## src/rtl/mem_req_ctrl.sv

```systemverilog
// -----------------------------------------------------------------------------
// mem_req_ctrl
//
// Request front-end for the 10-word x 32-bit asynchronous-read register
// memory. Turns a valid/ready request stream into the memory's
// enable/addr/Data_in controls and returns one valid/ready response per
// request. The response carries read data or an address-range error. All
// memory sequencing lives here, so the memory itself stays purely
// combinational.
//
// Ports
//   clk, rst      : single clock; synchronous active-high reset
//   req_valid     : request present
//   req_ready     : controller can accept a request (IDLE only)
//   req_write     : 1 = write, 0 = read
//   req_addr      : word address (>= DEPTH is an error)
//   req_wdata     : write data
//   rsp_valid     : response present (RESP state)
//   rsp_ready     : consumer accepts the response
//   rsp_rdata     : read data; 0 for writes and errors
//   rsp_err       : address was out of range
//   mem_enable    : memory write enable, high for WR_CYCLES per write
//   mem_addr      : memory address, held from acceptance until next request
//   mem_wdata     : memory Data_in, held from acceptance until next request
//   mem_rdata     : memory Data_out (asynchronous read)
//   txn_count     : completed responses, saturating at 0xFFFF
//   err_count     : error responses, saturating at 0xFF
// -----------------------------------------------------------------------------
module mem_req_ctrl #(
    parameter int DEPTH     = 10,
    parameter int AW        = 4,
    parameter int DW        = 32,
    parameter int WR_CYCLES = 1,
    parameter int RD_WAIT   = 1
) (
    input  logic          clk,
    input  logic          rst,
    input  logic          req_valid,
    output logic          req_ready,
    input  logic          req_write,
    input  logic [AW-1:0] req_addr,
    input  logic [DW-1:0] req_wdata,
    output logic          rsp_valid,
    input  logic          rsp_ready,
    output logic [DW-1:0] rsp_rdata,
    output logic          rsp_err,
    output logic          mem_enable,
    output logic [AW-1:0] mem_addr,
    output logic [DW-1:0] mem_wdata,
    input  logic [DW-1:0] mem_rdata,
    output logic [15:0]   txn_count,
    output logic [7:0]    err_count
);

    // Phase counter wide enough for any practical WR_CYCLES / RD_WAIT.
    localparam int             CW      = 16;
    localparam logic [CW-1:0]  WR_LAST = CW'(WR_CYCLES - 1);
    localparam logic [CW-1:0]  RD_LAST = CW'(RD_WAIT - 1);
    // One extra bit so DEPTH == 2**AW still compares correctly.
    localparam logic [AW:0]    DEPTH_V = (AW + 1)'(DEPTH);

    typedef enum logic [1:0] {
        IDLE = 2'd0,
        WR   = 2'd1,
        RD   = 2'd2,
        RESP = 2'd3
    } state_t;

    state_t        state;
    state_t        state_nxt;
    logic [CW-1:0] cyc;
    logic          addr_bad;
    logic          accept;
    logic          rd_capture;
    logic          rsp_done;

    function automatic logic [15:0] sat_inc16(input logic [15:0] v);
        return (v == 16'hFFFF) ? v : v + 16'd1;
    endfunction

    function automatic logic [7:0] sat_inc8(input logic [7:0] v);
        return (v == 8'hFF) ? v : v + 8'd1;
    endfunction

    assign addr_bad = ({1'b0, req_addr} >= DEPTH_V);

    // Next-state and handshake decode. req_ready is also gated by rst so
    // nothing is accepted while reset is asserted, and it rises as soon as
    // rst drops because the state is already IDLE.
    always_comb begin
        state_nxt  = state;
        accept     = 1'b0;
        rd_capture = 1'b0;
        rsp_done   = 1'b0;
        req_ready  = (state == IDLE) && !rst;
        mem_enable = (state == WR);
        rsp_valid  = (state == RESP);

        unique case (state)
            IDLE: begin
                if (req_valid && req_ready) begin
                    accept = 1'b1;
                    if (addr_bad) begin
                        state_nxt = RESP;
                    end else if (req_write) begin
                        state_nxt = WR;
                    end else begin
                        state_nxt = RD;
                    end
                end
            end
            WR: begin
                if (cyc == WR_LAST) begin
                    state_nxt = RESP;
                end
            end
            RD: begin
                // Address has been stable for RD_WAIT cycles; the memory's
                // asynchronous output is settled and is sampled on this edge.
                if (cyc == RD_LAST) begin
                    rd_capture = 1'b1;
                    state_nxt  = RESP;
                end
            end
            RESP: begin
                if (rsp_ready) begin
                    rsp_done  = 1'b1;
                    state_nxt = IDLE;
                end
            end
            default: state_nxt = IDLE;
        endcase
    end

    always_ff @(posedge clk) begin
        if (rst) begin
            state <= IDLE;
        end else begin
            state <= state_nxt;
        end
    end

    // Request latch, response capture and statistics. Reset takes priority,
    // so a response handshaked on a reset edge is never counted.
    always_ff @(posedge clk) begin
        if (rst) begin
            cyc       <= '0;
            mem_addr  <= '0;
            mem_wdata <= '0;
            rsp_rdata <= '0;
            rsp_err   <= 1'b0;
            txn_count <= '0;
            err_count <= '0;
        end else begin
            if (accept) begin
                // Error requests still latch the address/data, but never
                // reach WR, so the memory is not touched.
                mem_addr  <= req_addr;
                mem_wdata <= req_wdata;
                rsp_rdata <= '0;
                rsp_err   <= addr_bad;
                cyc       <= '0;
            end else if (state == WR || state == RD) begin
                cyc <= cyc + 1'b1;
            end

            if (rd_capture) begin
                rsp_rdata <= mem_rdata;
            end

            if (rsp_done) begin
                txn_count <= sat_inc16(txn_count);
                if (rsp_err) begin
                    err_count <= sat_inc8(err_count);
                end
            end
        end
    end

endmodule

```

## config.mk

```make
export PLATFORM = sky130hd
export DESIGN_NAME = mem_req_ctrl
export DESIGN_NICKNAME = d
export VERILOG_FILES = /design/src/rtl/mem_req_ctrl.sv
export SDC_FILE = /design/constraint.sdc
export NUM_CORES = 1
export LEC_CHECK = 0
export CORE_MARGIN = 2
export CORE_UTILIZATION = 42
export CTS_BUF_LIST = sky130_fd_sc_hd__clkbuf_4
export CTS_CLUSTER_DIAMETER = 30
export DETAILED_ROUTE_END_ITERATION = 16
export GPL_TIMING_DRIVEN = 0
export PLACE_DENSITY = 0.79
export SYNTH_ARGS = -nofsm -noshare
export SYNTH_HDL_FRONTEND = slang
export SYNTH_SLANG_ARGS = --single-unit
```

## constraint.sdc

```tcl
create_clock -name clk -period 2 [get_ports clk]
set_input_delay 0.4 -clock clk [delete_from_list [all_inputs] [get_ports clk]]
set_output_delay 0.4 -clock clk [all_outputs]
set_load 0.01 [all_outputs]
```

==> impl_metrics.env, run 1 <==
export IMPL_status="complete, no violations"
export IMPL_fin_crit_ns=1.92
export IMPL_grt_util_all_layers=0.215
export IMPL_grt_pass1_wl_um=22500
export IMPL_arrival_ns=1.52
export IMPL_critPathMaxFanout=7
export IMPL_drtAntennaViolNets=0
export IMPL_die_w_um=111
export IMPL_critical_path_class="flip-flop to output port"
export IMPL_numCtsBuffers=9
export IMPL_layout_worst_path_cycle_share=0.961
export IMPL_crit_buf_inv=1
export IMPL_hold_path_startpoint="req_wdata[10]"
export IMPL_worstHoldPathType="input pin to flip-flop"
export IMPL_combPwrFrac=0.385
export IMPL_worstPathRequired_ns=1.60
export IMPL_wire_per_inst_um=15.3
export IMPL_grt_overflow=0
export IMPL_cts_tree="built"
export IMPL_clockBufferDepth=2
export IMPL_cts_root_buffer="clkbuf_4"
export IMPL_crit_path_cell_trace="clkdlybuf4s50_1"
export IMPL_dpl_cell_count=873
export IMPL_nets=828
export IMPL_fmax_mhz=521
export IMPL_worstMarginPinSlew_ns=0.563
export IMPL_finalWirelength_um=13700
export IMPL_crit_slowest_cell="clkdlybuf4s50_1"
export IMPL_clkTransAtPathRegs_ns=0.18
export IMPL_post_dp_hpwl_um=10200
export IMPL_num_rows=39
export IMPL_slew_viol_final=0
export IMPL_rrSetupSlack_ns=0.10
export IMPL_core_area_um2=11300
export IMPL_synth_cells=562
export IMPL_fin_tns_setup_ns=0
export IMPL_place_area_um2=6690
export IMPL_clkPwrFrac=0.175
export IMPL_vias_per_cell=5.41
export IMPL_io_buffers=168
export IMPL_cp_startpoint="txn_count[5]$_SDFFE_PP0P_"
export IMPL_synth_seq_cells=111
export IMPL_first_pass_iters=5
export IMPL_hold_violations=0
export IMPL_internal_power_w=0.00388
export IMPL_syn_to_final_growth_pct=43.9
export IMPL_cts_htree_levels=3
export IMPL_drive_gt1_frac=0.0932
export IMPL_worstReg2RegStart="state[0]$_SDFFE_PP0P_"
export IMPL_clock_skew_ns=0.0307
export IMPL_clock_sinks=111
export IMPL_routed_via_count=4840
export IMPL_slew_headroom=0.625
export IMPL_grt_pass1_vias=4751
export IMPL_setup_viol=0
export IMPL_antenna_found_initial=0
export IMPL_critPathMaxStageDelay_ns=0.59
export IMPL_ys_async_sr_fraction=0
export IMPL_synth_yosys_seq_area_share=0.461
export IMPL_peakVddDrop_mv=0.497
export IMPL_die_area_um2=12400
export IMPL_synth_edff_count=0
export IMPL_power_frac_seq=0.439
export IMPL_clock_latency_ns=0.46
export IMPL_start_util=0.426
export IMPL_gp_congestion=0.811
export IMPL_path_delay_family="buffers and inverters"
export IMPL_mostFrequentLayoutCell="clkdlybuf4s50_1"
export IMPL_syn_nets=644
export IMPL_avgSynthCellArea_um2=8.58
export IMPL_drc=0
export IMPL_drt_initial_drc_count=375
export IMPL_place_ws_ns=-0.469
export IMPL_startpoint_type="flip-flop"
export IMPL_grt_start_max_net_pins=20
export IMPL_syn_area_um2=4820
export IMPL_post_route_cell_area_um2=6940
export IMPL_p_switching_w=0.00220
export IMPL_power_density_nw_per_um2=876
export IMPL_die_h_um=111
export IMPL_synth_ff_type="dfxtp_1"
export IMPL_rsz0062_at_grt="false"
export IMPL_io_pins=169
export IMPL_diodes=0
export IMPL_final_cells=894
export IMPL_setup_ws_ns=0.0789
export IMPL_ys_types=44
export IMPL_endpoint_kind="output port"
export IMPL_finalPower_w=0.00608
export IMPL_swShare=0.362
export IMPL_p_leak_nw=2.58
export IMPL_ys_warn_count=0
export IMPL_mostFrequentLayoutCells="clkdlybuf4s50_1, dfxtp_1, nand2_1, a21oi_1, nand3_1"
export IMPL_drv_cap=0
## power groups by stage
stage | sequential, W | clock, W | combinational, W
6_report | 0.00267 | 0.00107 | 0.00234
5_1_grt | 0.00271 | 0.00118 | 0.00258
4_1_cts | 0.00267 | 0.00108 | 0.00229
3_5_place_dp | 0.00271 | 0 | 0.00224
3_3_place_gp | 0.00270 | 0 | 0.00218
2_1_floorplan | 0.00281 | 0 | 0.00110
## sequential cells by signal, summed over array words and instances (netlist names)
| signal | count |
|---|---|
| mem_addr | 4 |
| rsp_rdata | 32 |
| cyc | 16 |
| rsp_err | 1 |
| state | 2 |
| mem_wdata | 32 |
| err_count | 8 |
| txn_count | 16 |
## repair_timing
action                                  CTS  global route
gates resized for setup                  13            35
hold buffers                              0             0
pin swaps                                 2             1
buffers inserted                          4             4
endpoints found under the setup margin   50            81
## final timing paths
kind | cells past startpoint | end
worst max-delay path | 1 | txn_count[5]
worst min register to register | 2 | mem_wdata[20]$_SDFFE_PP0P_
worst min-delay path | 3 | mem_wdata[10]$_SDFFE_PP0P_
worst max register to register | 7 | cyc[10]$_SDFFE_PP0P_
## through the flow
| stage | hold WS (ns) | utilization |
|---|---|---|
| 2_1_floorplan | 0.458 | - |
| 3_3_place_gp | 0.460 | 0.591 |
| 3_5_place_dp | 0.463 | 0.591 |
| 4_1_cts | 0.434 | 0.606 |
| 5_1_grt | 0.425 | 0.613 |
| 6_report | 0.454 | 0.613 |
## cells in the mapped netlist, drive strengths merged, types with 4 or more instances
| cell type | n | area [µm²] |
|---|---|---|
| a21oi | 47 | 235 |
| and2 | 4 | 25.0 |
| and3 | 4 | 25.0 |
| and4 | 6 | 53.8 |
| buf | 11 | 57.6 |
| clkbuf | 31 | 118 |
| dfxtp | 111 | 2220 |
| ha | 9 | 113 |
| inv | 8 | 30.0 |
| mux2i | 6 | 60.1 |
| nand2 | 87 | 327 |
| nand2b | 4 | 25.0 |
| nand3 | 42 | 210 |
| nand3b | 38 | 285 |
| nand4 | 13 | 96.3 |
| nor2 | 28 | 105 |
| nor2b | 5 | 31.3 |
| nor4 | 5 | 31.3 |
| o211ai | 34 | 255 |
| o21ai | 14 | 70.1 |
| o31ai | 5 | 37.5 |
| or3 | 8 | 50.1 |
| or4 | 6 | 47.6 |
| xor2 | 13 | 114 |
## cells by family after synthesis
| kind of cell | Yosys count | synth area share |
|---|---|---|
| AND/OR/NAND/NOR | 260 | 0.287 |
| flip-flops | 111 | 0.461 |
| multiplexers | 9 | 0.0195 |
| AO/OA/AOI/OAI | 106 | 0.135 |
| XOR/XNOR | 16 | 0.0290 |
| buffers and inverters | 51 | 0.0451 |
| adder cells (fa/ha/maj) | 9 | 0.0233 |
## metal layers
layer / track usage / vias to the layer above / wire length [µm] / part of all wire
met2: 0.362 / 164 / 6550 / 0.48
li1: - / 2371 / - / -
met1: 0.269 / 2280 / 5830 / 0.43
met3: 0.0558 / 25 / 1000 / 0.073
met5: 0 / - / 0 / 0
met4: 0.0741 / 0 / 327 / 0.024
## final cells by class
type / instances / area (µm²)
Tap cell: 143 / 179
Inverter: 8 / 30.0
Timing Repair Buffer: 176 / 1730
Buffer: 40 / 194
Fill cell: 996 / 4380
Clock inverter: 6 / 55.1
Clock buffer: 10 / 75.1
Sequential cell: 111 / 2240
Multi-Input combinational cell: 400 / 2440
No activity file was read; power rests on OpenSTA's default activity.
==> run 2, diff against run 1 <==
- CTS_CLUSTER_DIAMETER: 30 -> not set
- GPL_ROUTABILITY_DRIVEN: not set -> 0
==> results of run 2 <==
The final DEF is identical to that of run 1; final timing and power are the same.
